File: src/rtl/instr_decode.sv
// ----------------------------------------------------------------------------
// instr_decode
//
// Fetch/decode stage that sits directly in front of the core datapath. Each
// 32-bit instruction word that is accepted gets registered and expanded into
// the core's discrete control lines. The stage also:
//   - squashes the SQUASH_N accepted words that follow an issued jump,
//   - stops fetching for good when a HALT word is accepted,
//   - flags illegal words (any reserved bit set), and
//   - counts issued instructions.
//
// Ports
//   CLK, RST            clock; synchronous active-high reset
//   INSTR, INSTR_VALID  instruction word from program memory and its valid flag
//   STALL               core cannot accept an instruction this cycle
//   FETCH_EN            combinational; PC/memory may advance
//   MEM_INST, ALU_INST, JMP_INST
//                       per-instruction enables, high for exactly one cycle
//   MS1..0, IRS, RS2..0, AR2..0, BS2..0, OP, IMM
//                       decoded fields; hold their value across bubbles
//   HALTED              high while in the HALT state
//   ILLEGAL             sticky illegal-word flag
//   ISSUE_CNT           issued-instruction counter, wraps at 2^CNT_W
// ----------------------------------------------------------------------------
module instr_decode #(
    parameter int SQUASH_N = 1,   // words discarded after a JMP (0..3)
    parameter int CNT_W    = 16
) (
    input  logic             CLK,
    input  logic             RST,
    input  logic [31:0]      INSTR,
    input  logic             INSTR_VALID,
    input  logic             STALL,
    output logic             FETCH_EN,
    output logic             MEM_INST,
    output logic             ALU_INST,
    output logic             JMP_INST,
    output logic             MS1,
    output logic             MS0,
    output logic             IRS,
    output logic             RS2,
    output logic             RS1,
    output logic             RS0,
    output logic             AR2,
    output logic             AR1,
    output logic             AR0,
    output logic             BS2,
    output logic             BS1,
    output logic             BS0,
    output logic [3:0]       OP,
    output logic [7:0]       IMM,
    output logic             HALTED,
    output logic             ILLEGAL,
    output logic [CNT_W-1:0] ISSUE_CNT
);

    localparam logic [1:0] ST_RUN    = 2'd0;
    localparam logic [1:0] ST_SQUASH = 2'd1;
    localparam logic [1:0] ST_HALT   = 2'd2;

    localparam logic [1:0] CLS_NOP = 2'b00;
    localparam logic [1:0] CLS_ALU = 2'b01;
    localparam logic [1:0] CLS_MOV = 2'b10;
    localparam logic [1:0] CLS_JMP = 2'b11;

    localparam logic [1:0]       SQ_INIT = 2'(SQUASH_N);
    localparam logic [CNT_W-1:0] CNT_ONE = {{(CNT_W-1){1'b0}}, 1'b1};

    logic [1:0]       state_q,   state_d;
    logic [1:0]       sq_cnt_q,  sq_cnt_d;
    logic             mem_q,     mem_d;
    logic             alu_q,     alu_d;
    logic             jmp_q,     jmp_d;
    logic [1:0]       ms_q,      ms_d;
    logic             irs_q,     irs_d;
    logic [2:0]       rs_q,      rs_d;
    logic [2:0]       ar_q,      ar_d;
    logic [2:0]       bs_q,      bs_d;
    logic [3:0]       op_q,      op_d;
    logic [7:0]       imm_q,     imm_d;
    logic             illegal_q, illegal_d;
    logic [CNT_W-1:0] cnt_q,     cnt_d;

    logic [3:0] w_op;
    logic [1:0] w_cls;
    logic       w_illegal;
    logic       accept;

    assign w_op      = INSTR[31:28];
    assign w_cls     = INSTR[27:26];
    assign w_illegal = |INSTR[13:8];

    assign accept   = INSTR_VALID && !STALL && (state_q != ST_HALT);
    assign FETCH_EN = (state_q != ST_HALT) && !STALL && !RST;

    always_comb begin
        // NOTE: every variable gets a default before any branch so no path
        // leaves it unassigned; otherwise synthesis infers a latch.
        state_d   = state_q;
        sq_cnt_d  = sq_cnt_q;
        mem_d     = 1'b0;
        alu_d     = 1'b0;
        jmp_d     = 1'b0;
        ms_d      = ms_q;
        irs_d     = irs_q;
        rs_d      = rs_q;
        ar_d      = ar_q;
        bs_d      = bs_q;
        op_d      = op_q;
        imm_d     = imm_q;
        illegal_d = illegal_q;
        cnt_d     = cnt_q;

        if (accept) begin
            // Reserved bits are checked even for words that get squashed.
            if (w_illegal) illegal_d = 1'b1;

            case (state_q)
                ST_RUN: begin
                    if (!w_illegal) begin
                        if (w_cls != CLS_NOP) begin
                            mem_d = (w_cls == CLS_ALU) || (w_cls == CLS_MOV);
                            alu_d = (w_cls == CLS_ALU);
                            jmp_d = (w_cls == CLS_JMP);
                            ms_d  = INSTR[25:24];
                            irs_d = INSTR[23];
                            rs_d  = INSTR[22:20];
                            ar_d  = INSTR[19:17];
                            bs_d  = INSTR[16:14];
                            op_d  = w_op;
                            imm_d = INSTR[7:0];
                            cnt_d = cnt_q + CNT_ONE;
                            if (w_cls == CLS_JMP && SQ_INIT != 2'd0) begin
                                state_d  = ST_SQUASH;
                                sq_cnt_d = SQ_INIT;
                            end
                        end else if (w_op == 4'hF) begin
                            state_d = ST_HALT;
                        end
                    end
                end
                ST_SQUASH: begin
                    // Any accepted word, JMP/HALT included, is dropped here.
                    sq_cnt_d = sq_cnt_q - 2'd1;
                    if (sq_cnt_q == 2'd1) state_d = ST_RUN;
                end
                default: ;
            endcase
        end
    end

    // NOTE: sequential state uses non-blocking assignments so every register
    // samples its pre-edge value, independent of statement order.
    always_ff @(posedge CLK) begin
        if (RST) begin
            state_q   <= ST_RUN;
            sq_cnt_q  <= 2'd0;
            mem_q     <= 1'b0;
            alu_q     <= 1'b0;
            jmp_q     <= 1'b0;
            ms_q      <= 2'd0;
            irs_q     <= 1'b0;
            rs_q      <= 3'd0;
            ar_q      <= 3'd0;
            bs_q      <= 3'd0;
            op_q      <= 4'd0;
            imm_q     <= 8'd0;
            illegal_q <= 1'b0;
            cnt_q     <= '0;
        end else begin
            state_q   <= state_d;
            sq_cnt_q  <= sq_cnt_d;
            mem_q     <= mem_d;
            alu_q     <= alu_d;
            jmp_q     <= jmp_d;
            ms_q      <= ms_d;
            irs_q     <= irs_d;
            rs_q      <= rs_d;
            ar_q      <= ar_d;
            bs_q      <= bs_d;
            op_q      <= op_d;
            imm_q     <= imm_d;
            illegal_q <= illegal_d;
            cnt_q     <= cnt_d;
        end
    end

    assign MEM_INST  = mem_q;
    assign ALU_INST  = alu_q;
    assign JMP_INST  = jmp_q;
    assign {MS1, MS0}      = ms_q;
    assign IRS             = irs_q;
    assign {RS2, RS1, RS0} = rs_q;
    assign {AR2, AR1, AR0} = ar_q;
    assign {BS2, BS1, BS0} = bs_q;
    assign OP        = op_q;
    assign IMM       = imm_q;
    assign HALTED    = (state_q == ST_HALT);
    assign ILLEGAL   = illegal_q;
    assign ISSUE_CNT = cnt_q;

endmodule
File: config.mk
export PLATFORM = sky130hd
export DESIGN_NAME = instr_decode
export DESIGN_NICKNAME = d
export VERILOG_FILES = /design/src/rtl/instr_decode.sv
export SDC_FILE = /design/constraint.sdc
export NUM_CORES = 1
export LEC_CHECK = 0
export CORE_MARGIN = 2
export CORE_UTILIZATION = 39
export DETAILED_ROUTE_END_ITERATION = 10
export PLACE_DENSITY = 0.82
export SLEW_MARGIN = 20
export SYNTH_ARGS = -nofsm -noshare
export SYNTH_HDL_FRONTEND = slang
export SYNTH_SLANG_ARGS = --single-unit
File: constraint.sdc
create_clock -name CLK -period 2 [get_ports CLK]
set_clock_uncertainty 0.15 [all_clocks]
set_input_delay 0.4 -clock CLK [delete_from_list [all_inputs] [get_ports CLK]]
set_output_delay 0.4 -clock CLK [all_outputs]
set_load 0.01 [all_outputs]
# Word level (Yosys, flattened, before mapping)
# Index checks and enable logic that the tools add are counted.
# classes
add_sub_neg	2
multipliers	0
n_div	0
order_cmp	0
eq_ne	14
shift	0
n_mux	9
bitwise	4
reduce_logical	16
# ops
cell	count
$add 16x1->16 const B	1
$mux 2	7
$ne 2x2->1 const B	5
$reduce_or 10->1	1
$pmux 2 s2	2
$eq 2x1->1 const B	3
$eq 2x2->1 const B	3
$ne 3x3->1 const B	2
$reduce_and 6->1	1
$reduce_or 6->1	1
$reduce_and 5->1	1
$eq 4x4->1 const B	1
$logic_and 1x1->1	4
$not 1->1	4
$reduce_and 4->1	1
$reduce_bool 2->1	2
$logic_not 1->1	2
$logic_not 2->1	1
$reduce_and 2->1	1
$sub 2x1->2 const B	1
$logic_or 1x1->1	1
# totals
reg_bits	48
latch_bits	0
mem_bits_rw	0
rom_bits	0
input_bits	36
output_inout_bits	46
elab_cells	59
mem_count	0

# Depth between registers and ports, before layout
# depth
ltp_word	5
ltp_mapped	8
depth_no_buf	6

# Worst setup path before layout
# Ideal clock, no wire load.
# synth_path
path_kind	input port to flip-flop
startpoint	input INSTR[26]
endpoint	register cnt_q[3] (netlist: ISSUE_CNT[3])
setup_time_ns	0.070
t_arrival_ns	1.995
required_time_ns	1.780
setup_slack_ns	-0.215
stages	6
path_buffers	0
cell_sequence	inv_1 -> ha_1 -> or4b_1 -> or4_1 -> or3_1 -> a21oi_1
# synth_between
elab_chain_cells	2
# synth_lines
item	line	source
start: declaration	31	input logic [31:0] INSTR,
$reduce_bool 2->1	121	if (w_cls != CLS_NOP) begin
$reduce_and 4->1 (no source line)	--	
end signal: assignment	184	cnt_q <= cnt_d;
end: declaration	82	logic [CNT_W-1:0] cnt_q, cnt_d;
# Every way passes these cells.
# A chain may end at the register's enable or synchronous reset.

# Worst setup path in the final report
# layout_path
startpoint	register state_q[1]
endpoint	register cnt_q[3] (netlist: ISSUE_CNT[3])
# layout_between
elab_chain_cells	3
word_cells_on_any_way	4
cone_classes	eq/ne (1); reduce/logical (3)
# layout_lines
item	line	source
start: declaration	69	logic [1:0] state_q, state_d;
start signal: assignment	171	state_q <= state_d;
$ne 2x2->1	93	assign accept = INSTR_VALID && !STALL && (state_q != ST_HALT);
$logic_and 1x1->1	93	
$reduce_and 4->1 (no source line) *	--	
# Mark *: on every way between the ends. The rest lies on a longest branch, timed or not.

==> key figures <==
Floorplanning
  • Initial Utilization: 40.7%
  • Height of the die: 77.0 um
  • Die extent in x: 77.0 um
  • Core Area: 0.00511 mm^2
  • Top Ports: 82
  • Die Area: 0.00593 mm^2
  • Rows: 26

Clocking
  • # clock sinks: 48
  • Clk buf depth: 2
  • Cts hold-fix bufs: 0
  • Cts bufs inserted: 5
  • CTS root buf: clkbuf_8
  • Clock transition at the registers of the reported paths: 0.08 ns
  • TritonCTS clock tree: yes
  • Htree depth: 2
  • Clock Latency Late Sink: 0.29 ns

Yosys
  • Synth warn: 0
  • FFs w/ async S/R, synth: 0%
  • Synth Flop Type: dfxtp_1
  • Syn nets: 296
  • Unique cell type count in the Yosys netlist: 34
  • Leading area contributor after synthesis: dfxtp_1
  • Top-area cell type share of the netlist area: 46.3%
  • Number of synthesized flops with an enable pin: 0
  • Most common cell in the netlist: nand2_1
  • Main area contributors after synthesis: dfxtp_1 (46%), nand2_1 (10%), a21oi_1 (9.2%)
  • Commonest cells in the netlist: nand2_1 (57), dfxtp_1 (48), a21oi_1 (38), nor2_1 (13)
  • #FFs+latches synth: 48
  • Syn Inst Count: 255
  • Avg Inst Size Synth: 8.15 um^2
  • Sequential area share after synthesis: 46.3%
  • Post-Syn Area: 0.00208 mm^2

Hold path
  • Hold path startpoint: rs_q[0]
  • Hold Path Class: reg2reg
  • WHS Path Cells: 2
  • Hold worst-path end: rs_q[0]

Critical path
  • Worst-path maximum fanout: 6
  • Crit start category: flop
  • WP data arrival: 2.06 ns
  • R2R depth: 4
  • Crit end category: flop
  • Reg-to-reg slack, setup: 0.01 ns
  • CP required: 2.08 ns
  • Crit. Startpoint: state_q[1]
  • R2r startpoint: state_q[1]
  • Crit Path Class: reg2reg
  • FF-to-FF End: ISSUE_CNT[3]

Placed design
  • Dpl cell area: 0.00310 mm^2
  • Quantity of I/O buffers inserted on ports: 81
  • HPWL after DPL: 4210 um
  • Place WS: -0.669 ns
  • Routability congestion estimate from global placement: 0.816

Timing
  • RSZ-0062 raised after global routing: true
  • Fmax: 504 MHz
  • Final Max Tran Viols: 0
  • Max_slew headroom: 64.4%
  • Final min period: 1.99 ns
  • Fin Hold WS: 0.303 ns
  • Least-Margin Pin Slew: 0.533 ns
  • Final worst path period share: 99.3%
  • Final setup TNS: 0 ns
  • Final setup fails: 0
  • Post-route setup slack: 0.0145 ns
  • Fin. Hold Viols: 0

GRT
  • First-pass GRT wire length: 9750 um
  • Largest net degree at the start of global routing: 52
  • Initial antenna violation count: 0
  • GRT Overall Usage: 20.0%
  • GRT overflow: 0
  • Vias in the first global route: 2183

Layout
  • Layout area overhead: 57.3%
  • Post-route cell area: 0.00327 mm^2
  • # nets final: 393
  • Register area: 962 um^2
  • Ant diodes: 0
  • Fill count: 449
  • Util after Layout: 64.0%
  • Share of post-route cells with drive strength above 1: 16.2%
  • Area of the multi-input gates: 0.00113 mm^2

Power and ir drop
  • Peak supply drop: 0.353 mV
  • Leakage: 1.15 nW
  • Power Density: 521 mW/mm^2

Drt
  • DR WL/cell: 13.8 um
  • Via count: 2172
  • DR iter-0 viols: 77
  • 1st-pass router iterations: 4
  • Total Wirelength: 5840 um
  • Residual DRC: 0
  • Antenna Nets Post-Route: 0
  • Drt via density: 5.15

Job
  • Max-Cap Viols: 0

Outcome
  • Status: completed
final cells by class:
cell class	count	share of cell area, %
repair buffers	103	29.8
well taps	70	2.68
inverters	6	0.689
clock inverters	1	0.268
multi-input cells	188	34.6
flip-flops and latches	48	29.5
clock buffers	6	2.53
layout by cell type, fill, tap and decap left out, drive strengths merged, types with 6 or more instances in the layout:
master / n
nor2: 13
inv: 6
clkdlybuf4s50: 68
o31ai: 6
dfxtp: 48
nor2b: 7
buf: 28
clkbuf: 6
nand3: 8
a21oi: 38
or4: 9
nand2: 57
what timing repair did:
item                                   CTS  global route
setup buffers                            1             1
endpoints found under the hold margin    0             0
resized for setup                       40            11
pin swaps                                3             6
setup endpoints to repair               47            12
per-stage QoR:
step	power [mW]	cells
CTS	1.72	421
floorplan	1.02	255
finish	1.70	422
global route	1.78	422
global placement	1.13	413
detailed placement	1.13	413
per-layer routing:
| metal | up-vias | part of all wire [%] | GRT usage (%) |
|---|---|---|---|
| li1 | 1091 | - | - |
| met4 | 0 | 0.39 | 4.11 |
| met3 | 2 | 6.8 | 6.00 |
| met1 | 1021 | 43 | 23.1 |
| met2 | 58 | 50 | 36.3 |
| met5 | - | 0 | 0 |
cell families (layout without fill, tap and decap cells):
kind of cell               count (synthesis)  after routing  share of synthesized area (%)
adders and majority gates                  5              5                           3.01
and+or+nand+nor                          123            123                           29.6
AOI/OAI and AO/OA                         54             54                           14.5
xor gates and xnor gates                   1              1                          0.422
buffers and inverters                     19            116                           3.49
DFF                                       48             48                           46.3
muxes                                      5              5                           2.71
power by group:
group,switching (mW),internal [mW],total (mW)
logic,0.0652,0.0897,0.155
clock network,0.314,0.276,0.590
registers,0.00143,0.957,0.958
worst max path at each step:
stage,endpoint,slack [ns]
finish,ISSUE_CNT[3],0.01
global route,ISSUE_CNT[3],-0.04
CTS,ISSUE_CNT[3],-0.03
detailed placement,ISSUE_CNT[3],-0.67
global placement,ISSUE_CNT[3],-0.65
floorplan,ISSUE_CNT[3],-0.12
state kept, by name, summed over array words and instances (netlist names):
register / cells
ALU_INST: 1
ILLEGAL: 1
IMM: 8
IRS: 1
ISSUE_CNT: 16
JMP_INST: 1
MEM_INST: 1
OP: 4
ar_q: 3
bs_q: 3
ms_q: 2
rs_q: 3
sq_cnt_q: 2
state_q: 2
critical path: stages (launching register included):
cell	delay, ns
dfxtp_2	0.36
or4b_1	0.52
or4_4	0.44
or3_4	0.34
a21oi_2	0.11
(Power assumes the default switching activity.)
